===== config.mk =====
export PLATFORM = sky130hd
export DESIGN_NAME = regfile_writeback_flat
export DESIGN_NICKNAME = d
export VERILOG_FILES = /design/src/rtl/riscy_pkg.sv /design/src/rtl/regfile_writeback_if.sv /design/src/rtl/wb_fifo.sv /design/src/rtl/regfile_writeback.sv /design/src/flat_wrapper.sv
export SDC_FILE = /design/constraint.sdc
export NUM_CORES = 1
export LEC_CHECK = 0
export ABC_AREA = 1
export CORE_AREA = 2 2 189 191
export CTS_CLUSTER_DIAMETER = 30
export CTS_CLUSTER_SIZE = 24
export DETAILED_ROUTE_END_ITERATION = 10
export DIE_AREA = 0 0 191 193
export GPL_TIMING_DRIVEN = 0
export PLACE_DENSITY_LB_ADDON = 0.3
export SLEW_MARGIN = 20
export SYNTH_ARGS = -nofsm -noshare
export SYNTH_HDL_FRONTEND = slang
export SYNTH_SLANG_ARGS = --single-unit

===== constraint.sdc =====
create_clock -name clk -period 5.5 [get_ports clk]
set_input_delay 0.55 -clock clk [delete_from_list [all_inputs] [get_ports clk]]
set_output_delay 0.55 -clock clk [all_outputs]
set_load 0.02 [all_outputs]

===== src/rtl/riscy_pkg.sv =====
// -----------------------------------------------------------------------------
// riscy_pkg
// Shared definitions for the register-file write-back path.
//   XLEN        : datapath width
//   REG_ADDR_W  : register address width (32 architectural registers)
//   wb_entry_t  : one queued retire result {rd, data}
// -----------------------------------------------------------------------------
package riscy_pkg;

  localparam int XLEN       = 32;
  localparam int REG_ADDR_W = 5;

  typedef struct packed {
    logic [REG_ADDR_W-1:0] rd;
    logic [XLEN-1:0]       data;
  } wb_entry_t;

endpackage


===== src/rtl/regfile_writeback_if.sv =====
// -----------------------------------------------------------------------------
// regfile_writeback_if
// Retire-result channels from the LSU and the ALU into the write-back
// sequencer.
//   lsu_valid/lsu_rd/lsu_data, lsu_ready : LSU result channel
//   alu_valid/alu_rd/alu_data, alu_ready : ALU result channel
// Modports: master = result producers, slave = write-back sequencer.
//
// Handshake: a result transfers on a rising clock edge where valid and ready
// are both high. The producer holds rd/data stable while valid is high and
// ready is low. Ready never depends on the same channel's valid.
// -----------------------------------------------------------------------------
interface regfile_writeback_if #(
  parameter int XLEN = riscy_pkg::XLEN
);
  logic            lsu_valid;
  logic [4:0]      lsu_rd;
  logic [XLEN-1:0] lsu_data;
  logic            lsu_ready;

  logic            alu_valid;
  logic [4:0]      alu_rd;
  logic [XLEN-1:0] alu_data;
  logic            alu_ready;

  modport master (
    output lsu_valid, lsu_rd, lsu_data,
    input  lsu_ready,
    output alu_valid, alu_rd, alu_data,
    input  alu_ready
  );

  modport slave (
    input  lsu_valid, lsu_rd, lsu_data,
    output lsu_ready,
    input  alu_valid, alu_rd, alu_data,
    output alu_ready
  );
endinterface


===== src/rtl/wb_fifo.sv =====
// -----------------------------------------------------------------------------
// wb_fifo
// Two-write / one-read circular buffer of wb_entry_t. Write port 0 is always
// the older of two same-cycle writes; port 1 is only used together with
// port 0. The whole entry array, its valid mask and the read pointer are
// exposed so the parent can search pending writes by age.
//   clk, rst            : clock, synchronous active-high reset
//   wr0_en_i/wr0_entry_i: first (older) write
//   wr1_en_i/wr1_entry_i: second (younger) write, only with wr0_en_i
//   pop_i               : remove head (caller guarantees not empty)
//   head_o, empty_o     : oldest entry, queue empty
//   count_o             : number of stored entries
//   entries_o, vld_o    : raw storage and per-slot valid mask
//   rd_ptr_o            : slot index of the head
// -----------------------------------------------------------------------------
module wb_fifo
  import riscy_pkg::*;
#(
  parameter int DEPTH = 4,
  localparam int PW   = $clog2(DEPTH),
  localparam int CW   = $clog2(DEPTH + 1)
) (
  input  logic             clk,
  input  logic             rst,
  input  logic             wr0_en_i,
  input  wb_entry_t        wr0_entry_i,
  input  logic             wr1_en_i,
  input  wb_entry_t        wr1_entry_i,
  input  logic             pop_i,
  output wb_entry_t        head_o,
  output logic             empty_o,
  output logic [CW-1:0]    count_o,
  output wb_entry_t        entries_o [DEPTH],
  output logic [DEPTH-1:0] vld_o,
  output logic [PW-1:0]    rd_ptr_o
);

  wb_entry_t        mem_q [DEPTH];
  wb_entry_t        mem_d [DEPTH];
  logic [DEPTH-1:0] vld_q, vld_d;
  logic [PW-1:0]    wr_ptr_q, wr_ptr_d;
  logic [PW-1:0]    rd_ptr_q, rd_ptr_d;
  logic [CW-1:0]    count_q, count_d;
  logic [PW-1:0]    wr_ptr_nx;

  assign wr_ptr_nx = wr_ptr_q + PW'(1);

  always_comb begin
    mem_d    = mem_q;
    vld_d    = vld_q;
    wr_ptr_d = wr_ptr_q;
    rd_ptr_d = rd_ptr_q;
    // Pop is applied first; pushes never target the head slot because the
    // parent only grants a push when a free slot exists before the pop.
    if (pop_i) begin
      vld_d[rd_ptr_q] = 1'b0;
      rd_ptr_d        = rd_ptr_q + PW'(1);
    end
    if (wr0_en_i) begin
      mem_d[wr_ptr_q] = wr0_entry_i;
      vld_d[wr_ptr_q] = 1'b1;
      wr_ptr_d        = wr_ptr_nx;
    end
    if (wr0_en_i && wr1_en_i) begin
      mem_d[wr_ptr_nx] = wr1_entry_i;
      vld_d[wr_ptr_nx] = 1'b1;
      wr_ptr_d         = wr_ptr_q + PW'(2);
    end
    count_d = count_q + CW'(wr0_en_i) + CW'(wr0_en_i && wr1_en_i) - CW'(pop_i);
  end

  always_ff @(posedge clk) begin
    if (rst) begin
      vld_q    <= '0;
      wr_ptr_q <= '0;
      rd_ptr_q <= '0;
      count_q  <= '0;
    end else begin
      vld_q    <= vld_d;
      wr_ptr_q <= wr_ptr_d;
      rd_ptr_q <= rd_ptr_d;
      count_q  <= count_d;
    end
  end

  // Payload storage needs no reset; the valid mask qualifies every slot.
  always_ff @(posedge clk) begin
    mem_q <= mem_d;
  end

  assign head_o    = mem_q[rd_ptr_q];
  assign empty_o   = (count_q == '0);
  assign count_o   = count_q;
  assign entries_o = mem_q;
  assign vld_o     = vld_q;
  assign rd_ptr_o  = rd_ptr_q;

endmodule


===== src/rtl/regfile_writeback.sv =====
// -----------------------------------------------------------------------------
// regfile_writeback
// Write-side sequencer for the 32x32 register file. Accepts LSU and ALU
// retire results, queues them in order (LSU older on a tie), drains one
// entry per cycle onto the write port and flags pending writes to the two
// decode read addresses.
//   clk, rst              : clock, synchronous active-high reset
//   rif (slave)           : LSU/ALU result channels
//   we3, a3, wd3          : register file write port
//   q1, q2                : decode read addresses
//   busy1, busy2          : a queued write targets q1/q2
//   fwd1_hit/fwd1_data,
//   fwd2_hit/fwd2_data    : forwarding of the youngest queued value
//   empty                 : queue empty
// Build option: RF_WB_BYPASS_EN enables the forwarding outputs; without it
// they are tied to zero and the port list is unchanged.
// Parameter XLEN must equal riscy_pkg::XLEN, since entries use wb_entry_t.
// -----------------------------------------------------------------------------
module regfile_writeback #(
  parameter int DEPTH = 4,
  parameter int XLEN  = riscy_pkg::XLEN
) (
  input  logic                    clk,
  input  logic                    rst,
  regfile_writeback_if.slave      rif,
  output logic                    we3,
  output logic [4:0]              a3,
  output logic [XLEN-1:0]         wd3,
  input  logic [4:0]              q1,
  input  logic [4:0]              q2,
  output logic                    busy1,
  output logic                    busy2,
  output logic                    fwd1_hit,
  output logic                    fwd2_hit,
  output logic [XLEN-1:0]         fwd1_data,
  output logic [XLEN-1:0]         fwd2_data,
  output logic                    empty
);
  import riscy_pkg::*;

  localparam int PW = $clog2(DEPTH);
  localparam int CW = $clog2(DEPTH + 1);

  wb_entry_t        head;
  wb_entry_t        entries [DEPTH];
  logic [DEPTH-1:0] vld;
  logic [PW-1:0]    rd_ptr;
  logic [CW-1:0]    count;
  logic             fifo_empty;
  logic [CW:0]      count_ext;
  logic             lsu_hs, alu_hs;
  logic             lsu_push, alu_push;
  wb_entry_t        lsu_entry, alu_entry;
  wb_entry_t        wr0_entry;

  // Space is judged on the registered count only, so ready has no path from
  // the same-cycle pop; this costs one entry of headroom.
  assign count_ext     = {1'b0, count};
  assign rif.lsu_ready = !rst && (count_ext <= (CW+1)'(DEPTH - 1));
  assign lsu_hs        = rif.lsu_valid && rif.lsu_ready;
  assign rif.alu_ready = !rst && ((count_ext + (CW+1)'(lsu_hs)) <= (CW+1)'(DEPTH - 1));
  assign alu_hs        = rif.alu_valid && rif.alu_ready;

  // x0 results complete the handshake but are dropped.
  assign lsu_push  = lsu_hs && (rif.lsu_rd != 5'd0);
  assign alu_push  = alu_hs && (rif.alu_rd != 5'd0);
  assign lsu_entry = '{rd: rif.lsu_rd, data: rif.lsu_data};
  assign alu_entry = '{rd: rif.alu_rd, data: rif.alu_data};
  assign wr0_entry = lsu_push ? lsu_entry : alu_entry;

  wb_fifo #(.DEPTH(DEPTH)) u_fifo (
    .clk        (clk),
    .rst        (rst),
    .wr0_en_i   (lsu_push || alu_push),
    .wr0_entry_i(wr0_entry),
    .wr1_en_i   (lsu_push && alu_push),
    .wr1_entry_i(alu_entry),
    .pop_i      (we3),
    .head_o     (head),
    .empty_o    (fifo_empty),
    .count_o    (count),
    .entries_o  (entries),
    .vld_o      (vld),
    .rd_ptr_o   (rd_ptr)
  );

  // Drain: head goes out every cycle the queue is non-empty.
  assign empty = rst || fifo_empty;
  assign we3   = !empty;
  assign a3    = we3 ? head.rd   : 5'd0;
  assign wd3   = we3 ? head.data : '0;

  // Busy looks at stored entries only, never at this cycle's incoming results.
  always_comb begin
    busy1 = 1'b0;
    busy2 = 1'b0;
    for (int i = 0; i < DEPTH; i++) begin
      if (vld[i] && (entries[i].rd == q1)) busy1 = 1'b1;
      if (vld[i] && (entries[i].rd == q2)) busy2 = 1'b1;
    end
    if (rst || (q1 == 5'd0)) busy1 = 1'b0;
    if (rst || (q2 == 5'd0)) busy2 = 1'b0;
  end

`ifdef RF_WB_BYPASS_EN
  logic [PW-1:0] age_idx;

  // Walk from head (oldest) to tail; later matches overwrite earlier ones so
  // the youngest pending value wins.
  always_comb begin
    fwd1_data = '0;
    fwd2_data = '0;
    age_idx   = '0;
    for (int k = 0; k < DEPTH; k++) begin
      age_idx = rd_ptr + PW'(k);
      if (vld[age_idx] && (entries[age_idx].rd == q1)) fwd1_data = entries[age_idx].data;
      if (vld[age_idx] && (entries[age_idx].rd == q2)) fwd2_data = entries[age_idx].data;
    end
    if (!busy1) fwd1_data = '0;
    if (!busy2) fwd2_data = '0;
  end

  assign fwd1_hit = busy1;
  assign fwd2_hit = busy2;
`else
  logic unused_bypass;

  always_comb begin
    unused_bypass = ^rd_ptr;
    for (int i = 0; i < DEPTH; i++) begin
      unused_bypass = unused_bypass ^ (^entries[i].data);
    end
  end

  assign fwd1_hit  = 1'b0;
  assign fwd2_hit  = 1'b0;
  assign fwd1_data = '0;
  assign fwd2_data = '0;
`endif

endmodule

===== src/flat_wrapper.sv =====
// flat-port wrapper written by rule: the top's interface ports become plain ports
module regfile_writeback_flat import riscy_pkg::*;
#(
  parameter int DEPTH = 4,
  parameter int XLEN  = riscy_pkg::XLEN
)
  (clk, rst, we3, a3, wd3, q1, q2, busy1, busy2, fwd1_hit, fwd2_hit, fwd1_data, fwd2_data, empty, rif_lsu_valid, rif_lsu_rd, rif_lsu_data, rif_lsu_ready, rif_alu_valid, rif_alu_rd, rif_alu_data, rif_alu_ready);
  regfile_writeback_if #(.XLEN(XLEN)) rif_i ();
  input  logic clk;
  input  logic rst;
  output logic we3;
  output logic [4:0] a3;
  output logic [XLEN-1:0] wd3;
  input  logic [4:0] q1;
  input  logic [4:0] q2;
  output logic busy1;
  output logic busy2;
  output logic fwd1_hit;
  output logic fwd2_hit;
  output logic [XLEN-1:0] fwd1_data;
  output logic [XLEN-1:0] fwd2_data;
  output logic empty;
  input wire logic [$bits(rif_i.lsu_valid)-1:0] rif_lsu_valid;
  input wire logic [$bits(rif_i.lsu_rd)-1:0] rif_lsu_rd;
  input wire logic [$bits(rif_i.lsu_data)-1:0] rif_lsu_data;
  output wire logic [$bits(rif_i.lsu_ready)-1:0] rif_lsu_ready;
  input wire logic [$bits(rif_i.alu_valid)-1:0] rif_alu_valid;
  input wire logic [$bits(rif_i.alu_rd)-1:0] rif_alu_rd;
  input wire logic [$bits(rif_i.alu_data)-1:0] rif_alu_data;
  output wire logic [$bits(rif_i.alu_ready)-1:0] rif_alu_ready;
  assign rif_i.lsu_valid = rif_lsu_valid;
  assign rif_i.lsu_rd = rif_lsu_rd;
  assign rif_i.lsu_data = rif_lsu_data;
  assign rif_lsu_ready = rif_i.lsu_ready;
  assign rif_i.alu_valid = rif_alu_valid;
  assign rif_i.alu_rd = rif_alu_rd;
  assign rif_i.alu_data = rif_alu_data;
  assign rif_alu_ready = rif_i.alu_ready;
  regfile_writeback #(.DEPTH(DEPTH), .XLEN(XLEN)) u_core (.clk(clk), .rst(rst), .rif(rif_i), .we3(we3), .a3(a3), .wd3(wd3), .q1(q1), .q2(q2), .busy1(busy1), .busy2(busy2), .fwd1_hit(fwd1_hit), .fwd2_hit(fwd2_hit), .fwd1_data(fwd1_data), .fwd2_data(fwd2_data), .empty(empty));
endmodule

==> qor.txt <==
Post-synthesis register bit count -> 159
Met2 WL -> 17,660 um
Wire per inst -> 16.00 um
H-tree levels -> 4
Sequential Power Share -> 31.9%
Crit. End Element -> output pin
Die outline height -> 193 um
Clock-pin slew on the worst setup and hold paths -> 0.07 ns
Drt first pass iters -> 6
Net Sw Frac -> 43.91%
Fmax -> 265.8 MHz
Hold buffers post-CTS -> 0
Starting DRT DRC Count -> 1,124
Outcome -> complete, no violations
Routability cong. -> 0.8880
Final HPWL DP -> 26,970 um
Most common cell after layout, fill and taps aside -> inv_1
Hold WC Path Type -> reg -> reg
Hold Path Depth -> 4
Crit share post-route -> 68.41%
Slew Viols, Final -> 0
Post-Place Cells -> 2,329
FP Rows -> 69
Core Area -> 0.03496 mm2
Via count -> 11,270
Layout area overhead -> 26.22%
Layout Cells excl Fill -> 2,361
Initial antenna violation count -> 0
Worst endpoint required time -> 4.95 ns
Sum of negative setup slack -> 0 ns
Post-synthesis sequential area ratio -> 30.68%
CTS root buf -> clkbuf_16
Setup Viol. Count Final -> 0
Clock Latency Late Sink -> 0.43 ns
Drt drc -> 0
Critical Path AT -> 3.21 ns
Leak Pwr -> 6.797 nW
Post-CTS sizing -> 0
Setup bufs post-CTS -> 0
Count of different cell masters after synthesis -> 26
Share of layout cells above drive strength 1 -> 9.742%
Most frequent cells in the layout -> inv_1 (343), nand2_1 (308), nor2_1 (183)
Share of the synthesized area in the top cell type -> 30.68%
Syn_area_per_cell -> 6.201 um2
Met3 routed WL -> 2921 um
Detailed Route WL -> 37,780 um
Design internal power -> 3.764 mW
Reg2reg path depth -> 14
Full die area -> 0.03686 mm2
Post-DRT Antenna Nets -> 0
Worst Path Max Fanout -> 12
Fin. Hold Viols -> 0
Worst slew pin tran -> 0.8390 ns
Max-slew headroom -> 44.07%
Post-Syn Area -> 0.01037 mm2
Clock period minus worst slack -> 3.762 ns
Max clock buf depth -> 2
Starting density of the core -> 29.67%
Logic gate share of total power -> 49.8%
M1 WL -> 16,600 um
Die W -> 191 um
Largest net degree at the start of global routing -> 17
First-pass GRT wire length -> 57,260 um
Vias/cell -> 4.774
Area contributors post-synth -> dfxtp_1 (31%), inv_1 (12%), nand2_1 (11%)
Total Power -> 6.710 mW
RSZ-0062 raised after global routing -> no
Startpoint Class -> flip-flop
IO Pins -> 197
Port buffer count -> 130
Mapped Cells -> 1,673
Gr ovfl total -> 0
Max cap viols -> 0
Uppermost routed layer -> met4
Power density cells -> 512.4 mW/mm2
CTS tree -> yes
Critical path class -> reg -> out
Synth area leader -> dfxtp_1
Clk pwr share -> 18.3%
GRT Util Overall -> 20.13%
Nets -> 1,996
Switch Pwr -> 2.946 mW
CTS buffer count -> 17
Vias in the first global route -> 10,460
Total clock sinks -> 159
Final Skew -> 0.006151 ns
Max rail drop VDD -> 0.0002502 V
Yosys Warn Count -> 0
worst paths after layout:
kind                                     startpoint                                   to  slack [ns]
min             u_core.u_fifo.entries_o[28]$_DFF_P_  u_core.u_fifo.entries_o[28]$_DFF_P_        0.55
max          u_core.u_fifo.rd_ptr_o[0]$_SDFFE_PP0P_                              wd3[20]        1.74
min reg2reg     u_core.u_fifo.entries_o[28]$_DFF_P_  u_core.u_fifo.entries_o[28]$_DFF_P_        0.55
max reg2reg     u_core.u_fifo.count_o[1]$_SDFF_PP0_  u_core.u_fifo.entries_o[62]$_DFF_P_        2.17
synthesized netlist by cell type:
library cell  instances
a21oi_1              55
a21oi_2               4
buf_1                 2
buf_2                39
buf_4                69
buf_6                 4
clkbuf_1             37
conb_1                1
dfxtp_1             159
fa_1                  2
ha_1                 19
inv_1               343
inv_2                 2
mux2_2                1
nand2_1             308
nand2_2              11
nand3_1             172
nand3_2              21
nand4_1               3
nor2_1              183
nor2_2                2
nor3_1                2
nor3_2                1
o21ai_0              84
o22ai_1             148
xnor2_1               1
registers in the layout, summed over array words and instances, names as in the netlist:
name and cells:
u_core.u_fifo.rd_ptr_o 2, u_core.u_fifo.vld_o 4, u_core.u_fifo.count_o 3, u_core.u_fifo.entries_o 148, u_core.u_fifo.wr_ptr_q 2
metrics by stage:
| step | hold WS (ns) | utilization [%] | instance area, um2 | worst slack [ns] |
|---|---|---|---|---|
| 2_1_floorplan | 0.4830 | - | 10620 | 2.921 |
| 3_3_place_gp | 0.5128 | 35.74 | 12500 | 1.439 |
| 3_5_place_dp | 0.5288 | 35.74 | 12500 | 1.425 |
| 4_1_cts | 0.5443 | 37.45 | 13090 | 1.822 |
| 5_1_grt | 0.5771 | 37.45 | 13090 | 1.639 |
| 6_report | 0.5527 | 37.45 | 13100 | 1.738 |
power groups by stage:
stage	combinational, mW	sequential, mW	clock (mW)
finish	3.34	2.14	1.23
CTS	3.32	2.13	1.24
detailed placement	3.30	2.14	0
floorplan	2.30	2.03	0
global placement	3.24	2.13	0
global route	3.78	2.20	1.28
metal layers:
layer / track usage (%) / vias to the layer above
met3: 3.059 / 45
li1: - / 5589
met1: 26.13 / 5141
met2: 34.64 / 496
met5: 0 / -
met4: 5.575 / 0
logic make-up after synthesis:
kind of cell	count (synthesis)	synth area share, %
and+or+nand+nor	703	29.25
buffers and inverters	496	21.20
AOI/OAI and AO/OA	291	15.97
DFF	159	30.68
adders and majority gates	21	2.677
other	1	0.03614
xor gates and xnor gates	1	0.08443
muxes	1	0.1085
final cells by class:
class,count,area (um2)
tap,461,576.8
sequential,159,3183
inverter,345,1295
multi-input combinational,1083,5236
fill,3747,21870
antenna,1,2.502
clock buffer,17,425.4
timing repair buffer,130,1301
clock inverter,14,170.2
buffer,151,904.6
critical path, stage by stage (launching register included):
cell	delay (ns)
dfxtp_1	0.39
inv_2	0.10
clkbuf_1	0.44
clkbuf_1	0.67
o21ai_0	0.23
a21oi_1	0.28
clkdlybuf4s50_1	0.66
Note: power is estimated with default switching activity, not from simulation.
